**config.mk**
```make
export PLATFORM = sky130hd
export DESIGN_NAME = conv_out_packer_flat
export DESIGN_NICKNAME = d
export VERILOG_FILES = /design/src/rtl/conv_out_packer_if.sv /design/src/rtl/conv_out_packer.sv /design/src/flat_wrapper.sv
export SDC_FILE = /design/constraint.sdc
export NUM_CORES = 1
export LEC_CHECK = 0
export ABC_CLOCK_PERIOD_IN_PS = 3040
export CAP_MARGIN = 20
export CORE_ASPECT_RATIO = 1.1
export CORE_UTILIZATION = 45
export DETAILED_ROUTE_END_ITERATION = 8
export SLEW_MARGIN = 20
export SYNTH_ARGS = -nofsm -noshare
export SYNTH_HDL_FRONTEND = slang
export SYNTH_SLANG_ARGS = --single-unit
```
**constraint.sdc**
```tcl
create_clock -name clk -period 3.04 [get_ports clk]
set_input_delay 0.304 -clock clk [delete_from_list [all_inputs] [get_ports clk]]
set_output_delay 0.304 -clock clk [all_outputs]
set_load 0.05 [all_outputs]
```
**src/rtl/conv_out_packer_if.sv**
```systemverilog
// Encoder-sample input and output-FIFO write bus for conv_out_packer.
// The master modport is the packer side, the slave modport is its environment.
interface conv_out_packer_if;
   logic       enc_valid;
   logic [2:0] enc_d;
   logic       enc_last;
   logic       enc_stall;
   logic       out_full;
   logic       out_wrreq;
   logic [7:0] out_data;
   logic [1:0] out_stream;
   logic       out_last;
   logic       blk_done;

   modport master (
      input  enc_valid, enc_d, enc_last, out_full,
      output enc_stall, out_wrreq, out_data, out_stream, out_last, blk_done
   );

   modport slave (
      output enc_valid, enc_d, enc_last, out_full,
      input  enc_stall, out_wrreq, out_data, out_stream, out_last, blk_done
   );
endinterface

```
**src/rtl/conv_out_packer.sv**
```systemverilog
// Packs the three encoder streams into bytes and writes them as interleaved 3-byte groups.
// Bit order is LSB-first by default; define PACK_MSB_FIRST_EN for MSB-first packing.
module conv_out_packer #(
   parameter int GRP_DEPTH = 2
) (
   input logic               clk,
   input logic               reset,
   conv_out_packer_if.master bus
);
   typedef struct packed {
      logic            last;
      logic [2:0][7:0] b;
   } grp_t;

   typedef enum logic [1:0] {IDLE, E0, E1, E2} state_t;

   state_t          state;
   logic [2:0]      bcnt;
   logic [2:0][7:0] sr;
   grp_t            grp_buf [GRP_DEPTH];
   logic            wr_ptr, rd_ptr;
   logic [1:0]      count;
   logic            blk_done_q;

   logic            accept, grp_done, push, pop, wr_en;
   logic [2:0]      pos;
   logic [2:0][7:0] sr_nxt;
   logic [1:0]      cnt_after;
   grp_t            head;

   assign bus.enc_stall = (count == 2'd2);
   assign accept        = bus.enc_valid && !bus.enc_stall;
   assign grp_done      = (bcnt == 3'd7) || bus.enc_last;
   assign push          = accept && grp_done;

`ifdef PACK_MSB_FIRST_EN
   assign pos = 3'd7 - bcnt;
`else
   assign pos = bcnt;
`endif

   // First bit of a group starts from a zeroed byte, so partial groups come out padded.
   always_comb begin
      for (int i = 0; i < 3; i++) begin
         sr_nxt[i]      = (bcnt == 3'd0) ? 8'h00 : sr[i];
         sr_nxt[i][pos] = bus.enc_d[i];
      end
   end

   assign head      = grp_buf[rd_ptr];
   assign wr_en     = (state != IDLE) && !bus.out_full;
   assign pop       = wr_en && (state == E2);
   assign cnt_after = count - 2'(pop) + 2'(push);
   assign bus.blk_done = blk_done_q;

   always_comb begin
      bus.out_wrreq  = wr_en;
      bus.out_data   = 8'h00;
      bus.out_stream = 2'd0;
      bus.out_last   = 1'b0;
      if (wr_en) begin
         case (state)
            E0: begin bus.out_data = head.b[0]; bus.out_stream = 2'd0; end
            E1: begin bus.out_data = head.b[1]; bus.out_stream = 2'd1; end
            E2: begin
               bus.out_data   = head.b[2];
               bus.out_stream = 2'd2;
               bus.out_last   = head.last;
            end
            default: ;
         endcase
      end
   end

   // Group storage carries no reset; count and pointers alone define its contents.
   always_ff @(posedge clk) begin
      if (push) grp_buf[wr_ptr] <= {bus.enc_last, sr_nxt};
   end

   always_ff @(posedge clk) begin
      if (reset) begin
         state      <= IDLE;
         bcnt       <= 3'd0;
         sr         <= '0;
         wr_ptr     <= 1'b0;
         rd_ptr     <= 1'b0;
         count      <= 2'd0;
         blk_done_q <= 1'b0;
      end else begin
         blk_done_q <= pop && head.last;
         count      <= cnt_after;
         if (accept) begin
            sr   <= sr_nxt;
            bcnt <= grp_done ? 3'd0 : bcnt + 3'd1;
         end
         if (push) wr_ptr <= ~wr_ptr;
         if (pop)  rd_ptr <= ~rd_ptr;
         case (state)
            IDLE: if (count != 2'd0) state <= E0;
            E0:   if (wr_en) state <= E1;
            E1:   if (wr_en) state <= E2;
            E2:   if (wr_en) state <= (cnt_after != 2'd0) ? E0 : IDLE;
            default: state <= IDLE;
         endcase
      end
   end
endmodule

```
**src/flat_wrapper.sv**
```systemverilog
// flat-port wrapper written by rule: the top's interface ports become plain ports
module conv_out_packer_flat 
#(
   parameter int GRP_DEPTH = 2
)
  (clk, reset, bus_enc_valid, bus_enc_d, bus_enc_last, bus_out_full, bus_enc_stall, bus_out_wrreq, bus_out_data, bus_out_stream, bus_out_last, bus_blk_done);
  conv_out_packer_if bus_i ();
  input logic clk;
  input logic reset;
  input wire logic [$bits(bus_i.enc_valid)-1:0] bus_enc_valid;
  input wire logic [$bits(bus_i.enc_d)-1:0] bus_enc_d;
  input wire logic [$bits(bus_i.enc_last)-1:0] bus_enc_last;
  input wire logic [$bits(bus_i.out_full)-1:0] bus_out_full;
  output wire logic [$bits(bus_i.enc_stall)-1:0] bus_enc_stall;
  output wire logic [$bits(bus_i.out_wrreq)-1:0] bus_out_wrreq;
  output wire logic [$bits(bus_i.out_data)-1:0] bus_out_data;
  output wire logic [$bits(bus_i.out_stream)-1:0] bus_out_stream;
  output wire logic [$bits(bus_i.out_last)-1:0] bus_out_last;
  output wire logic [$bits(bus_i.blk_done)-1:0] bus_blk_done;
  assign bus_i.enc_valid = bus_enc_valid;
  assign bus_i.enc_d = bus_enc_d;
  assign bus_i.enc_last = bus_enc_last;
  assign bus_i.out_full = bus_out_full;
  assign bus_enc_stall = bus_i.enc_stall;
  assign bus_out_wrreq = bus_i.out_wrreq;
  assign bus_out_data = bus_i.out_data;
  assign bus_out_stream = bus_i.out_stream;
  assign bus_out_last = bus_i.out_last;
  assign bus_blk_done = bus_i.blk_done;
  conv_out_packer #(.GRP_DEPTH(GRP_DEPTH)) u_core (.clk(clk), .reset(reset), .bus(bus_i));
endmodule
```
==> impl_results.md, run 1 <==
- Status: finished clean
- Number of buffers on the longest clock path: 2
- Power share of the sequential group: 50.1%
- Pre-CTS WS: 0.367 ns
- Via count of the first global-routing pass: 2540
- Yosys warning total: 0
- Total of fill cells in the finished design: 781
- Worst-skew pair later-pin latency: 0.36 ns
- Residual antenna-violating net count after detailed routing: 0
- DRC Markers: 0
- Average detailed-routed wire length per instance: 15.8 µm
- Overall power of the completed layout: 2.56 mW
- Portion of the clock cycle consumed by the worst path in the final layout: 94.1%
- Data arrival time of the worst path: 2.56 ns
- Layout cells sized above 1: 13.2%
- Pin count of the biggest net entering global routing: 37
- Internal power: 1.81 mW
- Post-CTS Setup Repair Bufs: 0
- Clock Root Buffer: clkbuf_8
- Peak supply drop: 0.251 mV
- Worst path max stage delay: 0.80 ns
- Area occupied by multi-input gates: 1530 µm²
- Count of max-cap constraint violations: 0
- Path type of the worst setup path: reg -> out
- Post-Route Hold Slack: 0.490 ns
- Count of endpoints failing hold in the final timing report: 0
- DIE AREA: 9250 µm²
- Hold Crit Depth: 2
- Multiplexer area fraction after synthesis: 3.01%
- Number of antenna violations at the first check in global routing: 0
- Number of placement rows: 35
- Share of total power consumed by net switching: 29.1%
- Effective utilization at floorplan: 47.0%
- Slew at the pin closest to its max-slew limit: 0.728 ns
- Number of top-level pins: 22
- Worst Path Required: 2.74 ns
- Flip-flop and latch count after synthesis: 85
- Drt via density: 5.40
- Maximum level of the CTS H-tree: 3
- Cells along the critical path: inv_1, ha_1, or2_1, inv_2, and2_1, clkdlybuf4s50_1
- Sink Count: 85
- Main combinational cell family by area after synthesis: compound AO/OA/AOI/OAI gates
- Post-synthesis share of cell area spent on full adders, half adders and majority gates: 3.13%
- Leakage power: 1.54 nW
- R2R cell count: 13
- Chip Height: 101 µm
- Crit Path Max Fanout: 9
- Smallest setup slack after layout: 0.178 ns
- Compound-Gate Fraction of Synth Area: 17.0%
- Minimum period implied by the final worst setup slack: 2.86 ns
- Placeable core region: 8500 µm²
- Number of antenna diodes: 0
- Startpoint kind of the worst setup timing path: flip-flop
- Clock tree from TritonCTS: yes
- Overall global routing resource usage: 18.6%
- Rel. slew slack: 51.5%
- Detailed Routing Iterations Pass 1: 4
- XOR/XNOR Fraction of Synth Area: 0.878%
- Setup TNS: 0 ns
- Critical Path Slowest Stage Cell: clkdlybuf4s50_1
- Syn_nets: 388
- Simple-gate area share of the yosys netlist: 14.2%
- Quantity of hold-fixing buffers added after cts: 0
- Die Wd: 91.8 µm
- Cell area power density: 584 nW/µm²
- Achievable frequency: 0.349 GHz
- Final weighted congestion in routability-driven placement: 0.744
- Quantity of I/O buffers inserted on ports: 21
- First-pass GRT wire length: 13300 µm
- Final wirelength: 7720 µm
- Total of endpoints with negative setup slack in the final report: 0
- Switching power summed over all nets: 0.746 mW
- Sequential share of the synthesized area: 55.2%
- Setup repair after global routing missed its margin: no
- DRC marker count from the first detailed-route iteration: 103
- Number of distinct library cells after synthesis: 36
- Clock network power share: 32.1%
- Mapped Area: 3990 µm²
- Kind of capture point of the worst setup path: primary output
- Synthesized netlist cell count: 370
- Post-Route Skew: 0.0118 ns
- Avg Synthesized Cell Area: 10.8 µm²
- Number of CTS-inserted buffers: 9
- Total half-perimeter wirelength after legalization and detailed placement: 5050 µm
- Placed Instance Area: 4170 µm²
- Global route overflow: 0
- Nets: 392
- Max Slew Vio Count: 0
- Comb power frac: 17.7%
- DR vias: 2645
- Area overhead of the layout relative to synthesis: 9.87%
- Area taken by flip-flops and latches: 2200 µm²
- Clock-pin transition on the worst setup and hold timing paths: 0.09 ns
- Hold/Removal Path Class: reg -> reg
- Design area: 4390 µm²
layout by cell type (no fill, tap or decap), types with 4 or more instances in the layout:
master,count
nand2_1,54
edfxtp_1,50
nor2_1,40
dfxtp_1,35
a32oi_1,24
a21oi_1,20
clkdlybuf4s50_1,19
o21ai_0,14
o21ai_1,11
inv_1,10
clkbuf_8,9
mux2_2,8
a22oi_1,8
a221oi_1,8
o211ai_2,8
ha_1,8
buf_4,7
and2_1,4
synth_stat cells (all sizes together):
cell / number / area share, %
inv: 11 / 1.0
clkbuf: 9 / 1.1
dfxtp: 35 / 18
nand3: 3 / 0.38
o211ai: 8 / 2.5
ha: 10 / 3.1
nor2: 41 / 3.9
and2: 4 / 0.63
nor2b: 2 / 0.31
nand2b: 3 / 0.47
a21oi: 20 / 2.5
xor2: 3 / 0.66
mux2: 8 / 2.3
edfxtp: 50 / 38
or2: 1 / 0.16
o21ai: 25 / 3.1
a22oi: 8 / 1.5
mux2i: 3 / 0.75
a221oi: 8 / 1.8
xnor2: 1 / 0.22
nand3b: 1 / 0.19
and3: 1 / 0.19
nor3: 3 / 0.66
a32oi: 24 / 5.3
and3b: 3 / 0.66
o32a: 1 / 0.28
nor3b: 3 / 1.4
buf: 26 / 4.5
nand2: 54 / 5.1
and2b: 1 / 0.22
worst paths after layout:
kind,startpoint,endpoint,slack [ns]
hold / removal,u_core.sr[16],u_core.sr[16],0.49
setup / recovery,u_core.state[1],bus_out_stream[0],0.18
hold reg to reg,u_core.sr[16],u_core.sr[16],0.49
setup reg to reg,u_core.state[1],u_core.state[0],0.45
layer usage:
layer | track usage, % | vias to the layer above | routed length [µm]
met4 | 6.97 | 0 | 82
li1 | - | 1340 | -
met2 | 26.8 | 48 | 3400
met5 | 0 | - | 0
met1 | 27.6 | 1249 | 3950
met3 | 3.85 | 8 | 293
metrics by stage:
stage | cells | util [%]
after global routing | 490 | 51.6
after detailed placement | 474 | 49.1
final | 490 | 51.6
after floorplan | 370 | -
after CTS | 490 | 51.5
after global placement | 474 | 49.1
flip-flops by register name (all words and copies together) (netlist names), named ones only:
signal               count
u_core.rd_ptr            1
u_core.wr_ptr            1
u_core.bus.blk_done      1
u_core.state             2
u_core.grp_buf          50
u_core.count             2
u_core.bcnt              3
u_core.sr               24
cell families after synthesis:
kind of cell / Yosys count
AOI/OAI and AO/OA: 94
xor gates and xnor gates: 4
adders and majority gates: 10
buffers and inverters: 46
DFF: 85
muxes: 11
and+or+nand+nor: 120
area by class of cell:
cell class                 count  area share, %
multi-input combinational    239           34.9
inverter                      11          0.942
sequential                    85           50.2
timing repair buffer          28           6.11
tap                          111           3.17
clock buffer                   9           2.82
clock inverter                 7           1.83
critical path: cells and delay by family (launching register included):
kind | cells | cell delay (ns)
buf+inv | 3 | 1.05
simple gates | 2 | 0.53
flops | 1 | 0.44
fa+ha+maj | 1 | 0.19
power groups by stage:
stage               combinational (mW)  sequential (mW)  clock [mW]
floorplan                        0.367             1.30           0
global placement                 0.448             1.31           0
detailed placement               0.453             1.31           0
CTS                              0.456             1.28       0.839
global route                     0.508             1.29       0.892
finish                           0.454             1.28       0.823
timing repair:
action,4_1_cts,5_1_grt
gates cloned,0,0
resized for setup,1,3
endpoints found under the setup margin,7,9
Power figures use the tool's default switching activity.
==> run 2: changes to the inputs <==
--- a/config.mk
+++ b/config.mk
@@ -5,7 +5,6 @@
 export SDC_FILE = /design/constraint.sdc
 export NUM_CORES = 1
 export LEC_CHECK = 0
-export ABC_CLOCK_PERIOD_IN_PS = 3040
 export CAP_MARGIN = 20
 export CORE_ASPECT_RATIO = 1.1
 export CORE_UTILIZATION = 45
==> results of run 2 <==
The final DEF is identical to that of run 1; final timing and power are the same.
==> run 3: changes to the inputs <==
--- a/config.mk
+++ b/config.mk
@@ -9,6 +9,7 @@
 export CORE_ASPECT_RATIO = 1.1
 export CORE_UTILIZATION = 45
 export DETAILED_ROUTE_END_ITERATION = 8
+export HOLD_SLACK_MARGIN = 0.05
 export SLEW_MARGIN = 20
 export SYNTH_ARGS = -nofsm -noshare
 export SYNTH_HDL_FRONTEND = slang
==> constraint.sdc (replaced) <==
create_clock -name clk -period 3.4 [get_ports clk]
set_input_delay 0.34 -clock clk [delete_from_list [all_inputs] [get_ports clk]]
set_output_delay 0.34 -clock clk [all_outputs]
set_load 0.05 [all_outputs]
==> run 3 against run 2 <==
  * Clock power fell by 15%
  * Die area is the same
  * Hold slack gained 0.0049 ns
  * Largest cell class unchanged
  * Global-route usage down 0.88 points
  * Critical endpoint is now bus_out_data[2]
  * Sequential share of layout area increased by 0.22 points
  * Critical path depth up 1
  * Sequential cell count unchanged
  * Power fell by 12%
  * Register-to-register slack better by 0.36 ns
==> impl_results.md, run 3 (synthesis results as in run 1) <==
- Status: finished clean
- Smallest setup slack after layout: 0.276 ns
- Area overhead of the layout relative to synthesis: 9.40%
- Leakage power: 1.51 nW
- Number of buffers on the longest clock path: 2
- Buffers and inverters on the worst path: 2
- Post-Route Skew: 0.00700 ns
- Setup repair after global routing missed its margin: no
- Worst path max stage delay: 0.81 ns
- Clock-pin transition on the worst setup and hold timing paths: 0.10 ns
- Achievable frequency: 0.320 GHz
- Clock tree from TritonCTS: yes
- Register with the highest flop count: u_core.grp_buf
- Setup TNS: 0 ns
- Dominant delay contributor by cell family on the critical path: buffers and inverters
- Detailed Routing Iterations Pass 1: 4
- Number of top-level pins: 22
- Worst-skew pair later-pin latency: 0.36 ns
- Count of max-cap constraint violations: 0
- Cell total after placement: 474
- Quantity of I/O buffers inserted on ports: 21
- Most used cells in the layout excluding fill and tap cells: nand2_1 (54), edfxtp_1 (50), nor2_1 (40)
- Hold Crit Depth: 2
- Number of cells in the finished layout apart from fillers: 490
- Path type of the worst setup path: reg -> out
- DRC Markers: 0
- Residual antenna-violating net count after detailed routing: 0
- Overall power of the completed layout: 2.25 mW
- Final wirelength: 7580 µm
- Drt via density: 5.36
- Cell area power density: 515 nW/µm²
- Effective utilization at floorplan: 47.0%
- Sink Count: 85
- Number of antenna violations at the first check in global routing: 0
- Crit Path Max Fanout: 18
- Total half-perimeter wirelength after legalization and detailed placement: 4950 µm
- Startpoint of the worst hold path: u_core.sr[16]
- Number of placement rows: 35
- Data arrival time of the worst path: 2.78 ns
- Max Slew Vio Count: 0
- Startpoint kind of the worst setup timing path: flip-flop
- Number of CTS-inserted buffers: 9
- Critical Path Slowest Stage Cell: clkdlybuf4s50_1
- Quantity of hold-fixing buffers added after cts: 0
- Clock Root Buffer: clkbuf_8
- Placed Instance Area: 4170 µm²
- First-pass GRT wire length: 12500 µm
- Post-Route Hold Slack: 0.495 ns
- Largest registers: u_core.grp_buf x50, u_core.sr x24, u_core.bcnt x3
- DRC marker count from the first detailed-route iteration: 131
- Chip Height: 101 µm
- Worst Path Required: 3.06 ns
- Post-Route Utilization: 51.4%
- Source of the worst register-to-register timing path: u_core.state[0]
- Pre-CTS WS: 0.660 ns
- DR vias: 2626
- Slew at the pin closest to its max-slew limit: 0.719 ns
- R2R cell count: 13
- Most common cell type on the critical path: a21oi_1
- Pin count of the biggest net entering global routing: 26
- Register-to-register path setup slack: 0.81 ns
- Final weighted congestion in routability-driven placement: 0.754
- Global route overflow: 0
- Commonest non-fill, non-tap cell in the layout: nand2_1
- Nets: 392
- Flip-flop count of the largest register, all copies and words added: 50
- Placeable core region: 8500 µm²
- Maximum level of the CTS H-tree: 3
- Worst hold path endpoint: u_core.sr[16]
- Die Wd: 91.8 µm
- Portion of the clock cycle consumed by the worst path in the final layout: 91.9%
- Cells along the critical path: inv_1, ha_1, a221oi_1, a21oi_1, a21oi_1, nor2_1, clkdlybuf4s50_1
- Worst flop-to-flop path endpoint: u_core.state[0]
- Minimum period implied by the final worst setup slack: 3.12 ns
- Average detailed-routed wire length per instance: 15.5 µm
- Number of antenna diodes: 0
- Kind of capture point of the worst setup path: primary output
- Overall global routing resource usage: 17.7%
- Total of endpoints with negative setup slack in the final report: 0
- DIE AREA: 9250 µm²
- Count of endpoints failing hold in the final timing report: 0
- Peak supply drop: 0.212 mV
- Post-CTS Setup Repair Bufs: 0
- Via count of the first global-routing pass: 2440
- Design area: 4370 µm²
- Layout cells sized above 1: 12.7%
- Hold/Removal Path Class: reg -> reg
- Count of instances resized after the clock tree is built: 0
- Rel. slew slack: 52.1%
## run 3: changes by cell type in the layout (fill, tap and decap cells not counted), moves of 2 or more
cell	before	now
dlymetal6s2s_1	2	0
ha_1	8	10
clkinvlp_4	2	0
inv_8	0	4
ha_2	2	0
inv_6	3	1
clkdlybuf4s50_1	19	21
## run 3: area by class of cell
class,instances,area (µm²)
Clock inverter,7,71.3
Clock buffer,9,124
Fill cell,784,4130
Timing Repair Buffer,28,263
Tap cell,111,139
Multi-Input combinational cell,239,1530
Sequential cell,85,2200
Inverter,11,41.3
## run 3: tightest hold or removal path, stage by stage, from the launching register on
cell and delay, ns:
dfxtp_1 0.34, a32oi_1 0.06, nor2_1 0.07
## run 3: worst max path at each step
stage | from | end | slack, ns | depth (start not counted)
2_1_floorplan | u_core.state[0] | u_core.state[0] | 0.89 | 14
3_3_place_gp | bus_out_full | bus_out_last | 0.70 | 6
3_5_place_dp | u_core.state[0] | bus_out_data[6] | 0.66 | 7
4_1_cts | u_core.state[0] | bus_out_data[6] | 0.25 | 7
5_1_grt | u_core.state[0] | bus_out_data[6] | 0.06 | 7
6_report | u_core.state[0] | bus_out_data[2] | 0.28 | 7
## run 3: per-layer routing
layer	vias up	wire, µm	track usage [%]
li1	1343	-	-
met3	9	333	4.98
met5	-	0	0
met2	51	3380	27.7
met4	0	108	6.49
met1	1223	3750	23.7
## run 3: power by group
group	switching, mW	leakage [nW]	internal [mW]	total [mW]
logic	0.255	0.644	0.149	0.405
clock network	0.407	0.102	0.291	0.698
registers	0.0252	0.763	1.12	1.15
